===== src/rtl/fetch_stage.sv =====
// Instruction-fetch stage with IF/ID pipeline register. Owns the PC, rides out
// instruction-memory wait states and applies hazard-unit stall/flush/branch controls.
module fetch_stage #(
  parameter int                     PC_WIDTH    = 8,
  parameter int                     INSTR_WIDTH = 16,
  parameter logic [PC_WIDTH-1:0]    RESET_PC    = '0,
  parameter logic [INSTR_WIDTH-1:0] NOP_INSTR   = '0,
  parameter int                     CNT_WIDTH   = 16
) (
  input  logic                   clk,
  input  logic                   rst_n,
  input  logic                   stall_f,
  input  logic                   stall_d,
  input  logic                   flush_d,
  input  logic                   PC_source,
  input  logic [PC_WIDTH-1:0]    PC_branch_e,
  output logic                   imem_req,
  output logic [PC_WIDTH-1:0]    imem_addr,
  input  logic [INSTR_WIDTH-1:0] imem_rdata,
  input  logic                   imem_ready,
  output logic [INSTR_WIDTH-1:0] instr_d,
  output logic [PC_WIDTH-1:0]    PC_plus1_d,
  output logic                   valid_d,
  output logic [CNT_WIDTH-1:0]   mem_wait_cnt,
  output logic [CNT_WIDTH-1:0]   bubble_cnt
);

  typedef enum logic {S_RUN, S_WAIT} state_e;

  state_e                 state_q, state_d;
  logic [PC_WIDTH-1:0]    pc_q, pc_d, pc_plus1;
  logic [INSTR_WIDTH-1:0] instr_q;
  logic [PC_WIDTH-1:0]    pcp1_q;
  logic                   valid_q;
  logic [CNT_WIDTH-1:0]   wait_cnt_q, bubble_cnt_q;
  logic                   fetch_done;
  logic                   bubble_wr;

  function automatic logic [CNT_WIDTH-1:0] sat_inc(input logic [CNT_WIDTH-1:0] v);
    return (&v) ? v : v + 1'b1;
  endfunction

  assign imem_req  = rst_n & ~stall_f;
  assign imem_addr = pc_q;
  assign pc_plus1  = pc_q + 1'b1;

  // A taken branch discards whatever response arrives in the same cycle.
  assign fetch_done = imem_req & imem_ready & ~PC_source;
  assign bubble_wr  = flush_d | (~stall_d & ~fetch_done);

  always_comb begin
    pc_d = pc_q;
    if (PC_source)       pc_d = PC_branch_e;
    else if (stall_f)    pc_d = pc_q;
    else if (fetch_done) pc_d = pc_plus1;
  end

  always_comb begin
    state_d = state_q;
    if (PC_source) begin
      state_d = S_RUN;
    end else begin
      case (state_q)
        S_RUN:   if (imem_req && !imem_ready) state_d = S_WAIT;
        S_WAIT:  if (imem_req && imem_ready)  state_d = S_RUN;
        default: state_d = S_RUN;
      endcase
    end
  end

  always_ff @(posedge clk) begin
    if (!rst_n) begin
      state_q      <= S_RUN;
      pc_q         <= RESET_PC;
      instr_q      <= NOP_INSTR;
      pcp1_q       <= '0;
      valid_q      <= 1'b0;
      wait_cnt_q   <= '0;
      bubble_cnt_q <= '0;
    end else begin
      state_q <= state_d;
      pc_q    <= pc_d;
      if (state_q == S_WAIT) wait_cnt_q <= sat_inc(wait_cnt_q);
      if (bubble_wr) begin
        instr_q      <= NOP_INSTR;
        valid_q      <= 1'b0;
        bubble_cnt_q <= sat_inc(bubble_cnt_q);
      end else if (!stall_d) begin
        instr_q <= imem_rdata;
        pcp1_q  <= pc_plus1;
        valid_q <= 1'b1;
      end
    end
  end

  assign instr_d      = instr_q;
  assign PC_plus1_d   = pcp1_q;
  assign valid_d      = valid_q;
  assign mem_wait_cnt = wait_cnt_q;
  assign bubble_cnt   = bubble_cnt_q;

endmodule


===== config.mk =====
export PLATFORM = sky130hd
export DESIGN_NAME = fetch_stage
export DESIGN_NICKNAME = d
export VERILOG_FILES = /design/src/rtl/fetch_stage.sv
export SDC_FILE = /design/constraint.sdc
export NUM_CORES = 1
export LEC_CHECK = 0
export CAP_MARGIN = 20
export CORE_MARGIN = 8
export CORE_UTILIZATION = 41
export DETAILED_ROUTE_END_ITERATION = 8
export PLACE_DENSITY = 0.8
export REMOVE_ABC_BUFFERS = 1
export SYNTH_ARGS = -nofsm -noshare
export SYNTH_HDL_FRONTEND = slang
export SYNTH_SLANG_ARGS = --single-unit

===== constraint.sdc =====
create_clock -name clk -period 2.6 [get_ports clk]
set_input_delay 0.26 -clock clk [delete_from_list [all_inputs] [get_ports clk]]
set_output_delay 0.26 -clock clk [all_outputs]
set_load 0.02 [all_outputs]

==> After elaboration in Yosys (flattened, before gate mapping) <==
Index checks and enable logic that the tools add are counted.
{ "totals": {"reg_bits": 66, "in_bits": 31, "out_inout_bits": 66} }
{ "classes": {"add_sub_neg": 3, "n_eq_ne": 1, "n_mux": 6, "bitwise": 14, "reduce_logical": 12} }
{ "ops": {"columns": ["operator", "n"], "rows": [
  ["16-bit by 1-bit adder with 16-bit output (second input constant)", 2],
  ["16-bit AND reduction", 2],
  ["8-bit two-way mux", 3],
  ["1-bit NOT", 9],
  ["8-bit by 1-bit adder with 8-bit output (second input constant)", 1],
  ["2-bit AND reduction", 4],
  ["1-bit AND", 4],
  ["2-bit OR reduction", 2],
  ["1-bit logical AND", 2],
  ["1-bit two-way mux", 2],
  ["2-bit by 1-bit != test with 1-bit output (second input constant)", 1],
  ["1-bit case mux with 2 select lines", 1],
  ["2-bit nonzero test", 1],
  ["1-bit zero test", 1],
  ["1-bit bitwise OR", 1]
]} }

==> Longest topological paths before layout <==
{ "depth": {"ltp_word": 9, "depth_mapped": 7, "mapped_depth_nobuf": 6} }

==> Least setup slack after synthesis <==
Ideal clock, no wire load.
{ "synth_path": {"path_type": "register to register", "start": "register bubble_cnt_q[3] (netlist: bubble_cnt[3])", "end": "register bubble_cnt_q[11] (netlist: bubble_cnt[11])", "setup_ps": 71, "t_arrival_ps": 1756, "required_ps": 2529, "slack_ps": 774, "stages_incl_launch_ff": 6, "synth_period_minus_slack_ps": 1826, "cell_sequence": "dfxtp_1 > nand4_2 > or2_1 > or3_4 > or3_1 > a21oi_1"} }
{ "synth_between": {"elab_chain_cells": 3, "elab_cells_between_ends": 4, "classes_between": "add/sub: 1; bitwise: 1; reduce/logical: 2"} }
{ "synth_lines": {"columns": ["item", "line", "source"], "rows": [
  ["start: declaration", "35", "logic [CNT_WIDTH-1:0] wait_cnt_q, bubble_cnt_q;"],
  ["start signal: assignment", "87", "bubble_cnt_q <= sat_inc(bubble_cnt_q);"],
  ["parallel branches: the longest is 3 deep, another holds 16-bit by 1-bit adder with 16-bit output", null, null]
]} }
Parallel ways; which one is timed is not known.
A chain may end at the register's enable or synchronous reset.

==> Worst setup path after layout <==
{ "layout_path": {"start": "input port rst_n", "end": "output port imem_req"} }
{ "layout_between": {"elab_chain_cells": 1} }
{ "layout_lines": {"columns": ["item", "line", "source"], "rows": [
  ["start: declaration", "11", "input logic rst_n,"],
  ["1-bit AND", "43", "assign imem_req = rst_n & ~stall_f;"],
  ["end: declaration", "17", "output logic imem_req,"]
]} }
Every way passes these cells.

==> impl_results.md <==
- Die height: 101 microns
- Post-synthesis sequential area ratio: 44.3%
- Total half-perimeter wirelength after legalization and detailed placement: 5.92 mm
- Post-route antenna net violation count: 0
- Cells taking the most area after synthesis: dfxtp_1 44%, nor2_1 7.7%, mux2i_1 6.7%
- Total of warnings raised by yosys: 0
- P_int: 1700 uW
- Worst Path Required: 2.34 ns
- I/O pin count: 97
- Via count of the first global-routing pass: 2643
- Most area-hungry cell type in the Yosys netlist: dfxtp_1
- Outcome: complete, no violations
- Distinct cells, synth: 44
- Post-route DRC violation count: 0
- Initial core utilization: 41.8%
- Share of power burned in the clock network: 41.1%
- Fmax: 0.491 GHz
- PnR Total Power: 2240 uW
- Total routing resource utilization after global routing: 15.9%
- Clock transition at the registers of the reported paths: 0.07 ns
- Minimum setup slack after placement: 0.442 ns
- Slew margin rel.: 61.3%
- Kind of start point of the critical path: primary input
- Dominant synthesized flop cell: dfxtp_1
- RSZ-0062 raised after global routing: false
- P_sw: 534 uW
- Worst Hold Class: reg -> reg
- Count of max-cap constraint violations: 0
- Number of instances in the synthesized netlist: 337
- Worst-case clock skew: 0.00645 ns
- CTS HTree Levels: 3
- Number of antenna violations at the first check in global routing: 0
- Number of buffers inserted during clock tree synthesis: 9
- Post-synth design cell area: 2990 sq um
- Multi-input gate area in the final layout: 1590 sq um
- Layout overhead on the synthesized area: 43.2%
- Share of synthesized flip-flops with an asynchronous set or reset: 0%
- # port buffers: 96
- Die area: 10300 sq um
- CP peak stage delay: 0.64 ns
- Cts hold-fix bufs: 0
- EDFF count, synth: 0
- Fraction of power spent switching nets: 23.9%
- Final worst slack: 0.565 ns
- Critical-path cell list: clkdlybuf4s50_1 -> clkinv_1 -> nor2_1 -> clkdlybuf4s50_1
- Combinational share of power: 11.3%
- TNS Setup: 0 ns
- Post-layout instance count excluding filler cells: 541
- Placed Cells incl. Taps: 526
- Share of post-route cells with drive strength above 1: 6.11%
- Clk Latency, worst-skew pair: 0.34 ns
- Crit path buf inv count: 3
- Placeable core region: 7140 sq um
- Bufs on Longest Clock Path: 2
- IR Drop Worst-Case VDD: 0.000326 V
- Final clock period utilization by the worst path: 78.3%
- Worst path slowest cell: clkdlybuf4s50_1
- Fill count: 640
- Post-CTS repair timing setup buffer count: 0
- Mean cell area of the mapped netlist: 8.86 sq um
- Antenna Diode Count: 0
- Area post-placement: 4070 sq um
- Detailed-route via count: 2749
- # rows: 31
- Initial DRC Count: 76
- Max-slew violation count: 0
- Startpoint-to-endpoint class of the critical path: in -> out
- Endpoint arrival time on the critical path: 1.78 ns
- Worst Max-Slew Pin Slew: 0.572 ns
- Final setup viols: 0
- Clock period minus final worst setup slack: 2.04 ns
- Pin count of the biggest net entering global routing: 43
- Wire length of the first global-routing pass: 13.0 mm
- Register cell area after layout: 1320 sq um
- Number of synthesized register bits: 66
- Total grt overflow: 0
- CTS tree: built
- Detailed Route WL: 8.01 mm
- Number of resized instances in the post-cts repair step: 0
- TritonCTS Sinks: 66
- Endpoints failing hold: 0
- Number of nets in the finished design: 472
- Type of element capturing the critical path: output port
- Die X-Extent: 101 microns
- Leakage component of the power: 0.00151 uW
- Most common cell on crit path: clkdlybuf4s50_1
- Area share of the leading cell type in the synthesized netlist: 44.3%
- Kind of cell with the highest combined delay on the critical path: buffers and inverters
- Cell at the root of the clock tree: clkbuf_8
- Post-route cell area: 4270 sq um
- Routability cong.: 0.922
- Power per standard cell area: 524 nW/um^2
- WL/cell: 14.8 microns
- DRT Pass-1 Iters: 4
- Register share of total power: 47.6%
- Maximum fanout encountered on the critical timing path: 7
- Per-cell via count in the routed design: 5.08
[cells in the mapped netlist (4+ instances only)]
cell	n
nand3_1	19
xnor2_1	22
nor2_1	61
o21ai_0	10
dfxtp_1	66
inv_1	6
and3_1	8
clkbuf_1	8
mux2i_1	20
and2_1	4
a211oi_1	14
xor2_1	12
nand2_1	13
nor3_1	11
a21oi_1	13
nand4_1	5
[sequential cells by signal, summed over array words and instances (netlist names), named ones only]
| signal | flops |
|---|---|
| mem_wait_cnt | 16 |
| instr_d | 16 |
| PC_plus1_d | 8 |
| imem_addr | 8 |
| bubble_cnt | 16 |
| valid_d | 1 |
[metal layers]
layer  vias up  global-route usage (%)  wire (microns)
li1       1389                       -               -
met1      1277                    18.1            3520
met2        76                    27.5            4010
met3         7                    5.02             392
met4         0                    5.04              83
met5         -                       0               0
[path summary, 6_finish.rpt]
kind	from	end	slack (ns)	cells after the start
setup / recovery	rst_n	imem_req	0.56	4
hold / removal	valid_d$_SDFFE_PP0N_	valid_d$_SDFFE_PP0N_	0.45	2
setup reg to reg	bubble_cnt[2]$_SDFFE_PN0P_	bubble_cnt[11]$_SDFFE_PN0P_	0.75	5
hold reg to reg	valid_d$_SDFFE_PP0N_	valid_d$_SDFFE_PP0N_	0.45	2
[area by class of cell]
cell class / count / share of cell area (%)
repair buffers: 102 / 23.5
inverters: 7 / 0.615
flip-flops and latches: 66 / 30.9
clock buffers: 10 / 2.99
multi-input cells: 252 / 37.2
well taps: 99 / 2.90
clock inverters: 5 / 1.87
[worst min-delay path, cell delays in order, from the launching register on]
cell	delay, ns
dfxtp_1	0.31
inv_1	0.05
a21oi_1	0.05
[through the flow]
step | hold slack [ns] | util [%]
detailed placement | 0.436 | 57.0
global route | 0.494 | 59.9
floorplan | 0.339 | -
finish | 0.450 | 59.9
CTS | 0.446 | 59.9
global placement | 0.433 | 57.0
[placed cells by master (no fill, tap or decap), types with 3 or more instances in the layout]
cell type        count
inv_1                6
and3_1               8
nor3_1              11
a211oi_1            14
dfxtp_1             66
o21ai_0             10
nand2_1             13
or3_1                3
xor2_1              12
mux2i_1             20
nand3_1             19
clkbuf_8             9
a21oi_1             13
nand2b_1             3
buf_4                6
ha_1                 3
nor2_1              61
nand4_1              5
clkdlybuf4s50_1     96
and2_1               4
xnor2_1             22
and4_1               3
[cells by family (layout without fill, tap and decap cells)]
family,Yosys count,count (layout),synth area share [%]
multiplexers,20,20,6.71
adder cells (fa/ha/maj),3,3,1.26
AND/OR/NAND/NOR,145,145,24.1
AO/OA/AOI/OAI,50,50,11.1
XOR/XNOR,34,34,9.97
flip-flops,66,66,44.3
buffers and inverters,19,124,2.51
[power groups by stage]
stage | sequential, uW | combinational (uW) | clock [uW]
finish | 1070 | 253 | 919
global route | 1070 | 274 | 983
CTS | 1070 | 257 | 942
detailed placement | 1090 | 255 | 0
global placement | 1090 | 251 | 0
floorplan | 1120 | 83.7 | 0
(Power assumes the default switching activity.)
